==> config.mk <==
export PLATFORM = sky130hd
export DESIGN_NAME = message_printer
export DESIGN_NICKNAME = d
export VERILOG_FILES = /design/src/rtl/message_printer_pkg.sv /design/src/rtl/message_printer.sv
export SDC_FILE = /design/constraint.sdc
export NUM_CORES = 1
export LEC_CHECK = 0
export ABC_AREA = 1
export CAP_MARGIN = 25
export CELL_PAD_IN_SITES_DETAIL_PLACEMENT = 1
export CELL_PAD_IN_SITES_GLOBAL_PLACEMENT = 1
export CORE_MARGIN = 5
export CORE_UTILIZATION = 40
export DETAILED_ROUTE_END_ITERATION = 8
export GPL_TIMING_DRIVEN = 0
export MAX_ROUTING_LAYER = met4
export PLACE_DENSITY = 0.9
export SKIP_CTS_REPAIR_TIMING = 1
export SLEW_MARGIN = 0
export SYNTH_ARGS = -nofsm -noshare
export SYNTH_HDL_FRONTEND = slang
export SYNTH_SLANG_ARGS = --single-unit
==> constraint.sdc <==
create_clock -name clk -period 3.15 [get_ports clk]
set_input_delay 0.4725 -clock clk [delete_from_list [all_inputs] [get_ports clk]]
set_output_delay 0.4725 -clock clk [all_outputs]
set_load 0.05 [all_outputs]
==> src/rtl/message_printer_pkg.sv <==
// Shared definitions for the message printer: FSM encodings, the post-gap
// routing tag and the ASCII control bytes it emits.
package message_printer_pkg;

  localparam int MSG_ADDR_W = 4;

  localparam logic [7:0] ASCII_NUL = 8'h00;
  localparam logic [7:0] ASCII_CR  = 8'h0D;
  localparam logic [7:0] ASCII_LF  = 8'h0A;

  typedef enum logic [2:0] {
    S_IDLE  = 3'd0,
    S_FETCH = 3'd1,
    S_LOAD  = 3'd2,
    S_SEND  = 3'd3,
    S_GAP   = 3'd4,
    S_CR    = 3'd5,
    S_LF    = 3'd6,
    S_FIN   = 3'd7
  } state_t;

  // Where the shared SEND/GAP handshake goes once its dead cycle is over.
  typedef enum logic [1:0] {
    AG_DATA = 2'd0,
    AG_LF   = 2'd1,
    AG_FIN  = 2'd2
  } after_gap_t;

endpackage

==> src/rtl/message_printer.sv <==
// Reads MSG_LEN characters from the message RAM and hands them one at a time
// to the UART transmitter, optionally followed by CR/LF.
module message_printer
  import message_printer_pkg::*;
#(
  parameter int MSG_LEN     = 8,
  parameter int RD_LATENCY  = 1,
  parameter int APPEND_CRLF = 1,
  parameter int SKIP_NUL    = 1
) (
  input  logic                  clk,
  input  logic                  rst,
  input  logic                  start,
  output logic [MSG_ADDR_W-1:0] rd_addr,
  input  logic [7:0]            rd_data,
  input  logic                  tx_busy,
  output logic [7:0]            tx_data,
  output logic                  new_tx_data,
  output logic                  busy,
  output logic                  done
);

  localparam logic [MSG_ADDR_W-1:0] LAST_IDX  = MSG_ADDR_W'(MSG_LEN - 1);
  localparam logic [1:0]            WAIT_LAST = 2'(RD_LATENCY - 1);

  state_t                  r_state,    w_state_nxt;
  after_gap_t              r_after,    w_after_nxt;
  logic [MSG_ADDR_W-1:0]   r_idx,      w_idx_nxt;
  logic [MSG_ADDR_W-1:0]   r_rd_addr,  w_rd_addr_nxt;
  logic [1:0]              r_wait,     w_wait_nxt;
  logic [7:0]              r_tx_data,  w_tx_data_nxt;
  logic                    r_busy,     w_busy_nxt;
  logic                    r_done,     w_done_nxt;

  // NOTE: every output of this block is given a default first, so no path
  // leaves a variable unassigned and no latch can be inferred.
  always_comb begin
    w_state_nxt   = r_state;
    w_after_nxt   = r_after;
    w_idx_nxt     = r_idx;
    w_rd_addr_nxt = r_rd_addr;
    w_wait_nxt    = r_wait;
    w_tx_data_nxt = r_tx_data;
    w_busy_nxt    = r_busy;

    case (r_state)
      S_IDLE: begin
        if (start) begin
          w_state_nxt   = S_FETCH;
          w_after_nxt   = AG_DATA;
          w_idx_nxt     = '0;
          w_rd_addr_nxt = '0;
          w_wait_nxt    = '0;
          w_busy_nxt    = 1'b1;
        end
      end
      S_FETCH: begin
        if (r_wait == WAIT_LAST) w_state_nxt = S_LOAD;
        else                     w_wait_nxt  = r_wait + 2'd1;
      end
      S_LOAD: begin
        w_tx_data_nxt = rd_data;
        // A NUL still consumes its address; it just never reaches the UART.
        if (SKIP_NUL != 0 && rd_data == ASCII_NUL) w_state_nxt = S_GAP;
        else                                       w_state_nxt = S_SEND;
      end
      S_SEND: begin
        if (!tx_busy) w_state_nxt = S_GAP;
      end
      S_GAP: begin
        case (r_after)
          AG_DATA: begin
            if (r_idx < LAST_IDX) begin
              w_idx_nxt     = r_idx + 1'b1;
              w_rd_addr_nxt = r_idx + 1'b1;
              w_wait_nxt    = '0;
              w_state_nxt   = S_FETCH;
            end else if (APPEND_CRLF != 0) begin
              w_state_nxt = S_CR;
            end else begin
              w_state_nxt = S_FIN;
            end
          end
          AG_LF:   w_state_nxt = S_LF;
          default: w_state_nxt = S_FIN;
        endcase
      end
      S_CR: begin
        w_tx_data_nxt = ASCII_CR;
        w_after_nxt   = AG_LF;
        w_state_nxt   = S_SEND;
      end
      S_LF: begin
        w_tx_data_nxt = ASCII_LF;
        w_after_nxt   = AG_FIN;
        w_state_nxt   = S_SEND;
      end
      S_FIN:   w_state_nxt = S_IDLE;
      default: w_state_nxt = S_IDLE;
    endcase

    // done and the idle values of busy/rd_addr are registered on entry to FIN.
    w_done_nxt = (w_state_nxt == S_FIN);
    if (w_state_nxt == S_FIN) begin
      w_busy_nxt    = 1'b0;
      w_rd_addr_nxt = '0;
    end
  end

  // NOTE: state registers use non-blocking assignments so every flop samples
  // the pre-edge values regardless of statement order.
  always_ff @(posedge clk or negedge rst) begin
    if (!rst) begin
      r_state   <= S_IDLE;
      r_after   <= AG_DATA;
      r_idx     <= '0;
      r_rd_addr <= '0;
      r_wait    <= '0;
      r_tx_data <= '0;
      r_busy    <= 1'b0;
      r_done    <= 1'b0;
    end else begin
      r_state   <= w_state_nxt;
      r_after   <= w_after_nxt;
      r_idx     <= w_idx_nxt;
      r_rd_addr <= w_rd_addr_nxt;
      r_wait    <= w_wait_nxt;
      r_tx_data <= w_tx_data_nxt;
      r_busy    <= w_busy_nxt;
      r_done    <= w_done_nxt;
    end
  end

  // The strobe fires in the first SEND cycle with tx_busy low, so the UART
  // sees it while GAP gives its busy flag a cycle to rise.
  assign new_tx_data = (r_state == S_SEND) && !tx_busy;
  assign rd_addr     = r_rd_addr;
  assign tx_data     = r_tx_data;
  assign busy        = r_busy;
  assign done        = r_done;

endmodule
==> results.toml, run 1 <==
[outcome]
status = "complete, no violations"

[grt]
grt_pass1_vias = 1308
overflow = 0
grt_pass1_wl_mm = 6.01
grtUsageTotal_pct = 18.1
antenna_found_initial = 0
grt_start_max_net_pins = 19

[routing]
drt-total-wl_mm = 3.45
ant_nets = 0
first_pass_iters = 4
via_per_inst = 4.99
wl_per_cell_microns = 14.6
drc = 0
drt_iter0_drc = 35
vias = 1178

[finish]
fin_nets = 205
final_common_cell = "nand2_1"
final_cell_mix = "nand2_1 (32), clkdlybuf4s50_1 (26), dfrtp_1 (25)"
diodes = 0
area_growth_pct = 28.0
fillerInstances = 405
layout-drive-gt1-share_pct = 15.8

[sta]
tightest_slew_ps = 514
rsz0062_at_grt = "no"
setup_ws_ps = 409
max_clock_freq_mhz = 365
finalHoldViolations = 0
setup_viol = 0
fin_crit_sh_pct = 87.0
finalMaxSlewViolations = 0
final.setup_skew_ps = 2.62
fin_crit_ps = 2740
fin_tns_setup_ps = 0
relSlewSlack_pct = 65.6

[power_and_ir_drop]
peakVddDrop_uv = 456
p_per_area_mw_per_mm2 = 935
p_leak_nw = 0.862

[floorplanning]
coreArea_sq_mm = 0.00328
die_y_microns = 67.6
ios = 27
fp-row-count = 21
dieArea_sq_mm = 0.00457
die_x_microns = 67.6
start_util_pct = 40.4

[synthesis]
syn_inst = 159
syn_avg_cell_area_sq_um = 8.34
synth_fp_nets = 173
synth_cell_types = 24
synth_seq_cells = 25
synth_area_sq_mm = 0.00133
synth_warnings = 0
ys_seq_area_share_pct = 47.2

[worst_setup_path]
reg2reg_depth = 8
r2r_start = "r_state[0]"
reg2reg_to = "rd_addr[3]"
r2r_slack_ps = 1480
required_ps = 2680
crit_start = "r_state[0]"
crit_end = "new_tx_data"
worstSetupStartpointType = "flip-flop"
worst_ep_arrival_time_ps = 2270
end_kind = "primary output"
worstPathMaxFanout = 6
critPathKind = "flip-flop to primary output"

[clocking]
ctsRootBufferMaster = "clkbuf_4"
tritoncts = "yes"
cts.sinks = 25
clock_latency_ps = 310
cts_inserted_buffers = 3
cts_buffer_depth = 2
path_clk_slew_ps = 130
cts.htree.levels = 1

[place]
dpl_worst_slack_ps = 713
port_buffers = 26
gp_congestion = 0.856
hpwl_mm = 2.88

[run]
maxCapViolCount = 0

[worst_hold_path]
hold_path_class = "input port to asynchronous set/reset pin"
==> worst max-delay path, stage by stage (launching register included) <==
cell	delay (ps)
dfrtp_1	560
inv_2	80
nor3_1	250
inv_1	80
nor2_1	160
clkdlybuf4s50_1	830
==> logic make-up after synthesis <==
group           count (synthesis)  share of synthesized area [%]
simple gates                   81                           32.1
buf+inv                        29                           8.58
flops                          25                           47.2
compound gates                 22                           10.3
fa+ha+maj                       2                           1.89
==> registers in the layout, indices dropped and copies added, names as in the netlist <==
register  flops
r_after       2
r_state       3
r_wait        2
rd_addr       4
done          1
tx_data       8
busy          1
r_idx         4
==> area by class of cell <==
type / count / area, sq um / share of cell area (%)
timing repair buffer: 27 / 288 / 16.9
sequential: 25 / 626 / 36.8
multi-input combinational: 105 / 587 / 34.6
tap: 46 / 57.6 / 3.39
buffer: 2 / 12.5 / 0.737
clock buffer: 4 / 26.3 / 1.55
inverter: 27 / 101 / 5.97
==> through the flow <==
stage               util [%]  cell area [sq um]  instances  hold slack [ps]  power, W
floorplan                  -               1330        159              177   0.00117
detailed placement      50.9               1670        232              499   0.00146
CTS                     51.7               1700        236              467   0.00161
global placement        50.1               1640        231              484   0.00141
global route            51.7               1700        236              468   0.00171
finish                  51.7               1700        236              469   0.00159
==> Yosys cell counts <==
library cell / count / area, sq um
nand4_1: 4 / 25.0
inv_1: 21 / 78.8
nor3_2: 1 / 10.0
nand3_4: 2 / 35.0
inv_2: 6 / 22.5
nand2_4: 2 / 22.5
nand2_1: 32 / 120
nor2_1: 9 / 33.8
ha_1: 2 / 25.0
buf_4: 1 / 7.51
nor2_4: 2 / 22.5
o21ai_0: 7 / 35.0
nor2_2: 4 / 25.0
nand2_2: 5 / 31.3
o21bai_4: 1 / 18.8
o21ai_2: 1 / 8.76
o311ai_1: 1 / 8.76
nand3_1: 19 / 95.1
buf_2: 1 / 5.00
a21oi_1: 3 / 15.0
o211ai_1: 2 / 15.0
nor3_1: 1 / 5.00
o21ai_1: 7 / 35.0
dfrtp_1: 25 / 626
==> metal layers <==
metal	GRT usage, %	up-vias	wire length, microns
li1	-	578	-
met2	32.1	14	1910
met5	-	-	0
met3	0.998	7	29
met4	8.35	0	74
met1	20.9	579	1430
==> how the worst min path moves through the flow <==
stage                     from          to  slack (ps)  cells past startpoint
floorplan                  rst        busy         180                      0
global route               rst  r_after[1]         470                      1
finish                     rst  r_after[0]         470                      1
detailed placement  tx_data[7]  tx_data[7]         500                      2
global placement    tx_data[3]  tx_data[3]         480                      2
CTS                        rst  r_after[0]         470                      1
==> report_power, final <==
| group | leakage [nW] | switching (W) | total (W) | internal, W |
|---|---|---|---|---|
| Combinational | 0.524 | 0.000622 | 0.000932 | 0.000310 |
| Clock | 0.0150 | 0.0000899 | 0.000139 | 0.0000495 |
| Sequential | 0.324 | 0.0000879 | 0.000516 | 0.000428 |
| Total | 0.862 | 0.000799 | 0.00159 | 0.000788 |
No activity file was read; power rests on OpenSTA's default activity.
==> inputs of run 2 (changes only) <==
Settings changed: SKIP_CTS_REPAIR_TIMING 1 to not set.
==> results of run 2 <==
No change in the layout: final DEF, timing and power equal those of run 1.
